[src/rtl/fir_chan_sched.sv]
// fir_chan_sched
//   Round-robin scheduler that time-shares one 4-tap moving-sum datapath
//   (sample + h0 + h1 + h2) among N channels. Each channel keeps a private
//   3-sample history. One sample is accepted per cycle and fed through a
//   2-stage adder pipeline. The pipeline returns a channel-tagged result
//   over valid/ready with backpressure.
//
// Parameters:
//   w   sample width (unsigned)
//   N   number of channels (N >= 2)
//   CW  channel index width, $clog2(N)
//
// Ports:
//   clk        clock, all state updates on posedge
//   reset      synchronous active-high reset
//   chan_clr   per-channel history clear (only with FIR_SCHED_CLR_EN)
//   in_valid   per-channel sample valid
//   in_data    packed samples, channel c at [c*w +: w]
//   in_ready   one-hot grant (all-0 when nothing is granted)
//   out_valid  result valid
//   out_ready  downstream accept
//   out_chan   channel index of the result
//   out_sum    sum of the sample and its three predecessors, w+2 bits
//
// Optional feature macro: FIR_SCHED_CLR_EN adds the chan_clr input.

module fir_chan_sched #(
   parameter int unsigned w = 16,
   parameter int unsigned N = 4,
   localparam int unsigned CW = $clog2(N)
) (
   input  logic            clk,
   input  logic            reset,
`ifdef FIR_SCHED_CLR_EN
   input  logic [N-1:0]    chan_clr,
`endif
   input  logic [N-1:0]    in_valid,
   input  logic [N*w-1:0]  in_data,
   output logic [N-1:0]    in_ready,
   output logic            out_valid,
   input  logic            out_ready,
   output logic [CW-1:0]   out_chan,
   output logic [w+1:0]    out_sum
);

   // Per-channel history: h0 is the most recent accepted sample.
   logic [N-1:0][w-1:0] h0_q, h1_q, h2_q;
   logic [CW-1:0]       ptr_q;

   // Stage 1 partial sums.
   logic [w:0]          p0_q, p1_q;
   logic [CW-1:0]       s1_chan_q;
   logic                s1_valid_q;

   // Stage 2 / output register.
   logic [w+1:0]        out_sum_q;
   logic [CW-1:0]       out_chan_q;
   logic                out_valid_q;

   logic                en;
   logic                accept;
   logic                gnt_any;
   logic [CW-1:0]       gnt_idx;
   logic [CW-1:0]       cand;
   logic [N-1:0]        grant;
   logic [N-1:0]        clr;
   logic [w-1:0]        sample;
   logic [w-1:0]        tap0, tap1, tap2;

`ifdef FIR_SCHED_CLR_EN
   assign clr = chan_clr;
`else
   assign clr = '0;
`endif

   // The whole pipeline advances unless a result is waiting on the sink.
   assign en = !out_valid_q || out_ready;

   // Round-robin search starting one past the last granted channel.
   // Only in_valid and the pointer feed the grant, never in_data.
   always_comb begin
      grant   = '0;
      gnt_idx = '0;
      gnt_any = 1'b0;
      cand    = '0;
      for (int unsigned i = 1; i <= N; i++) begin
         cand = CW'((32'(ptr_q) + i) % N);
         if (!gnt_any && in_valid[cand]) begin
            gnt_any     = 1'b1;
            gnt_idx     = cand;
            grant[cand] = 1'b1;
         end
      end
   end

   assign accept   = en && !reset && gnt_any;
   assign in_ready = accept ? grant : '0;

   // Granted sample and its history taps; a same-edge clear zeroes the taps
   // so the result reflects a freshly cleared history.
   always_comb begin
      sample = in_data[32'(gnt_idx) * w +: w];
      tap0   = clr[gnt_idx] ? '0 : h0_q[gnt_idx];
      tap1   = clr[gnt_idx] ? '0 : h1_q[gnt_idx];
      tap2   = clr[gnt_idx] ? '0 : h2_q[gnt_idx];
   end

   // History and round-robin pointer.
   always_ff @(posedge clk) begin
      if (reset) begin
         h0_q  <= '0;
         h1_q  <= '0;
         h2_q  <= '0;
         ptr_q <= CW'(N - 1);
      end else begin
         for (int c = 0; c < N; c++) begin
            if (accept && (gnt_idx == CW'(c))) begin
               h0_q[c] <= sample;
               h1_q[c] <= tap0;
               h2_q[c] <= tap1;
            end else if (clr[c]) begin
               // Clear applies even while the pipeline is stalled.
               h0_q[c] <= '0;
               h1_q[c] <= '0;
               h2_q[c] <= '0;
            end
         end
         if (accept) begin
            ptr_q <= gnt_idx;
         end
      end
   end

   // Stage 1: two (w+1)-bit partial sums from the pre-shift history.
   always_ff @(posedge clk) begin
      if (reset) begin
         p0_q       <= '0;
         p1_q       <= '0;
         s1_chan_q  <= '0;
         s1_valid_q <= 1'b0;
      end else if (en) begin
         if (accept) begin
            p0_q       <= {1'b0, sample} + {1'b0, tap0};
            p1_q       <= {1'b0, tap1} + {1'b0, tap2};
            s1_chan_q  <= gnt_idx;
            s1_valid_q <= 1'b1;
         end else begin
            s1_valid_q <= 1'b0;
         end
      end
   end

   // Stage 2: final sum; data holds when no new result arrives.
   always_ff @(posedge clk) begin
      if (reset) begin
         out_sum_q   <= '0;
         out_chan_q  <= '0;
         out_valid_q <= 1'b0;
      end else if (en) begin
         out_valid_q <= s1_valid_q;
         if (s1_valid_q) begin
            out_sum_q  <= {1'b0, p0_q} + {1'b0, p1_q};
            out_chan_q <= s1_chan_q;
         end
      end
   end

   assign out_valid = out_valid_q;
   assign out_chan  = out_chan_q;
   assign out_sum   = out_sum_q;

endmodule

[config.mk]
export PLATFORM = sky130hd
export DESIGN_NAME = fir_chan_sched
export DESIGN_NICKNAME = d
export VERILOG_FILES = /design/src/rtl/fir_chan_sched.sv
export SDC_FILE = /design/constraint.sdc
export NUM_CORES = 1
export LEC_CHECK = 0
export CAP_MARGIN = 20
export CORE_ASPECT_RATIO = 0.9
export CORE_MARGIN = 2
export CORE_UTILIZATION = 58
export CTS_BUF_LIST = sky130_fd_sc_hd__clkbuf_16
export CTS_CLUSTER_DIAMETER = 100
export CTS_CLUSTER_SIZE = 12
export DETAILED_ROUTE_END_ITERATION = 6
export PLACE_DENSITY = 0.81
export SETUP_SLACK_MARGIN = 0.5
export SLEW_MARGIN = 10
export SYNTH_ARGS = -nofsm -noshare
export SYNTH_HDL_FRONTEND = slang
export SYNTH_SLANG_ARGS = --single-unit
[constraint.sdc]
create_clock -name clk -period 7.4 [get_ports clk]
set_input_delay 1.11 -clock clk [delete_from_list [all_inputs] [get_ports clk]]
set_output_delay 1.11 -clock clk [all_outputs]
set_load 0.03 [all_outputs]
==> flow_summary.ini, run 1 <==
[detailed_routing]
drt_iter0_markers = 1415
route.vias.total = 12800
avgViaCountPerCell = 5.83
drt-pass1-iter-count = 6
drt_wl_total_mm = 35.8
detail_route_antenna_nets = 0
drt-wirelength-per-cell_um = 16.3
drc_errors = 0

[worst_setup_path]
crit_start = in_valid[3]
critPathCaptureType = flip-flop
crit-reg2reg-capture = p1_q[16]
rr_worst_depth = 23
worstSetupStartpointType = input pin
crit_path_end = p1_q[16]
cpPeakStageDelay_ns = 0.54
r2r_slack_ns = 0.91
critical_path_cell_sequence = clkdlybuf4s50_1 -> mux4_2 -> nor2b_4 -> o221ai_1 -> and2_4 -> nand3_1 -> nand2_1 -> inv_1 -> ha_1 -> fa_1 -> a21o_1 -> a21oi_1 -> o21bai_1 -> maj3_1 -> mux2_2 -> a221oi_2 -> o221ai_1 -> a221oi_2 -> o21ai_1 -> a2111oi_1 -> a21oi_1
worst_ep_required_time_ns = 7.79
timing.critical_path.slowest_stage_cell = mux4_2
critical_path_peak_fanout = 22
worst-setup-path-type = in2reg
worst_r2r_startpoint = ptr_q[0]
critical_path_arrival_ns = 6.93

[global_route]
first_global_vias = 11500
first_pass_grt_wire_length_mm = 57.6
largest_net_degree_at_the_start_of_global_routing = 134
gr_util_all_layers = 0.287
grt_overflow_total = 0
grt_antenna_before_repair = 0

[clock_network]
cts_sinks = 252
insertion_delay_ns = 0.52
post-cts-setup-buffers = 0
cts.htree.levels = 1
cts.path.max_buffers = 3
tritoncts.num_buffers = 24
clk_root_buffer_cell = clkbuf_16
tritoncts = yes
clock_edge_transition_at_the_registers_on_the_reported_setup_and_hold_paths_ns = 0.06

[timing]
final.setup_skew_ns = 0.0143
finalSetupTns_ns = 0
rsz0062_at_grt = false
tightestPinTransition_ns = 1.10
final-max-slew-violation-count = 0
relSlewSlack = 0.267
report.final.hold_viol_count = 0
min_clock_period_post_route_ns = 6.54
fmax_ghz = 0.153
timing.final.setup_violations = 0
final.period_utilization = 0.884

[placement]
hpwlAfterDp_mm = 23.0
place_congestion = 0.921
portBuffers = 95

[floorplan]
coreArea_um2 = 22600
row_count = 52
dieWidth_um = 164
floorplan.initialDensity = 0.594
dieHeight_um = 148
die-area_um2 = 24400
top_level_ports = 96

[yosys]
edff_count_synth = 0
ys_types = 71
net_count_after_synthesis = 2015
synth.yosys.seq_area_share = 0.376
synthFlopType = dfxtp_1
fraction_of_registers_with_async_set_reset = 0
syn-cell-area_um2 = 13400
synthCells = 1888
synth_warnings = 0
synth-seq-cells = 252
synthesized_area_divided_by_synthesized_cell_count_um2 = 7.10

[cells_and_area]
design.final.nets = 2031
insertedDiodeCount = 0
synthToLayoutAreaGrowth_pct = 12.8
fillerInstances = 1944
drive_gt1_frac = 0.0489

[status]
status = completed

[run]
max-cap-violations = 0

[min_path]
kind_of_path_behind_the_tightest_hold_check = reg2reg
==> final cells by class <==
cell class                      count  area (um2)  share of cell area
Timing Repair Buffer              116        1140              0.0755
Sequential cell                   252        5050               0.334
Inverter                           61         229              0.0151
Multi-Input combinational cell   1449        7710               0.510
Tap cell                          297         372              0.0246
Clock buffer                       25         626              0.0413
==> cell families after synthesis <==
family	after synthesis	synth area share
DFF	252	0.376
buffers and inverters	188	0.0555
adders and majority gates	61	0.0578
and+or+nand+nor	926	0.284
muxes	41	0.0352
xor gates and xnor gates	46	0.0300
AOI/OAI and AO/OA	374	0.161
==> layout by cell type, fill, tap and decap left out, types with 5 or more instances in the layout <==
master,n
a211oi_1,7
xnor2_1,26
clkdlybuf4s50_1,94
nand3_1,108
o31ai_1,5
buf_4,19
a31oi_1,18
mux2_2,9
nand2_1,309
xor2_1,20
or3_1,7
a31o_2,5
and3_1,16
inv_1,61
a221oi_1,5
ha_1,52
nor2b_1,7
nor2_1,433
mux2i_1,28
a21o_1,7
a21oi_1,234
a22oi_1,5
nor3_1,16
clkbuf_16,25
o21ai_0,43
a21boi_0,5
dfxtp_1,251
==> synthesized netlist by cell type, drive strengths merged (6+ instances only) <==
cell type  count  share of area
nand2        313          0.088
a221oi         8         0.0066
mux2           9         0.0076
xnor2         26          0.017
clkbuf       103          0.029
or3            8         0.0041
buf           24         0.0096
a211oi         7         0.0039
o21ai         46          0.017
ha            53          0.049
nor2b          8         0.0043
a21o           7         0.0039
dfxtp        252           0.38
mux2i         28          0.021
a31oi         18         0.0084
nor3          16         0.0060
xor2          20          0.013
a21oi        234          0.087
nor2         435           0.12
and3          17         0.0079
inv           61          0.017
nand3        110          0.041
o31ai          6         0.0037
==> sequential cells by signal, indices dropped and copies added (netlist names) <==
register	cells
h0_q	64
h1_q	64
h2_q	64
out_sum	18
p0_q	17
p1_q	17
out_chan	2
ptr_q	2
s1_chan_q	2
out_valid	1
s1_valid_q	1
==> critical path: cells and delay by family <==
kind / cells / cell delay (ns)
muxes: 2 / 0.85
AOI/OAI and AO/OA: 10 / 2.45
adders and majority gates: 3 / 1.02
buffers and inverters: 2 / 0.58
and+or+nand+nor: 4 / 0.89
==> worst min path at each step <==
stage                            start          end  slack [ns]  cells past startpoint
after floorplan           s1_chan_q[1]  out_chan[1]        0.43                      2
after global placement     out_sum[15]  out_sum[15]        0.44                      2
after detailed placement   out_sum[15]  out_sum[15]        0.44                      2
after CTS                  out_chan[0]  out_chan[0]        0.46                      2
after global routing       out_chan[0]  out_chan[0]        0.47                      2
final                      out_sum[12]  out_sum[12]        0.45                      2
==> metal layers <==
layer,track usage,up-vias,part of all wire
li1,-,6284,-
met1,0.403,5965,0.46
met2,0.466,506,0.45
met3,0.0351,66,0.072
met4,0.0838,0,0.025
met5,0,-,0
==> what timing repair did <==
action / in CTS / in global routing
resized for setup: 0 / 8
endpoints found under the setup margin: 0 / 1
hold buffers: 0 / 0
endpoints found under the hold margin: 0 / 0
==> metrics by stage <==
stage / utilization / setup slack (ns) / instance area [um2] / std cells / hold WS, ns
3_3_place_gp: 0.638 / 0.510 / 14400 / 2171 / 0.441
2_1_floorplan: - / 1.09 / 13400 / 1888 / 0.429
4_1_cts: 0.666 / 0.782 / 15000 / 2196 / 0.456
3_5_place_dp: 0.638 / 0.365 / 14400 / 2171 / 0.445
6_report: 0.670 / 0.857 / 15100 / 2200 / 0.455
5_1_grt: 0.670 / 0.489 / 15100 / 2200 / 0.470
Power of run 1 is not shown: default switching activity piles up to over one toggle a cycle in this logic, so the estimate is an artifact.
==> run 2, diff against run 1 <==
--- a/config.mk
+++ b/config.mk
@@ -13,6 +13,7 @@
 export CTS_CLUSTER_DIAMETER = 100
 export CTS_CLUSTER_SIZE = 12
 export DETAILED_ROUTE_END_ITERATION = 6
+export HOLD_SLACK_MARGIN = 0.1
 export PLACE_DENSITY = 0.81
 export SETUP_SLACK_MARGIN = 0.5
 export SLEW_MARGIN = 10
==> results of run 2 <==
No change in the layout: final DEF, timing and power equal those of run 1.
Power of run 2 is left out for the same reason.
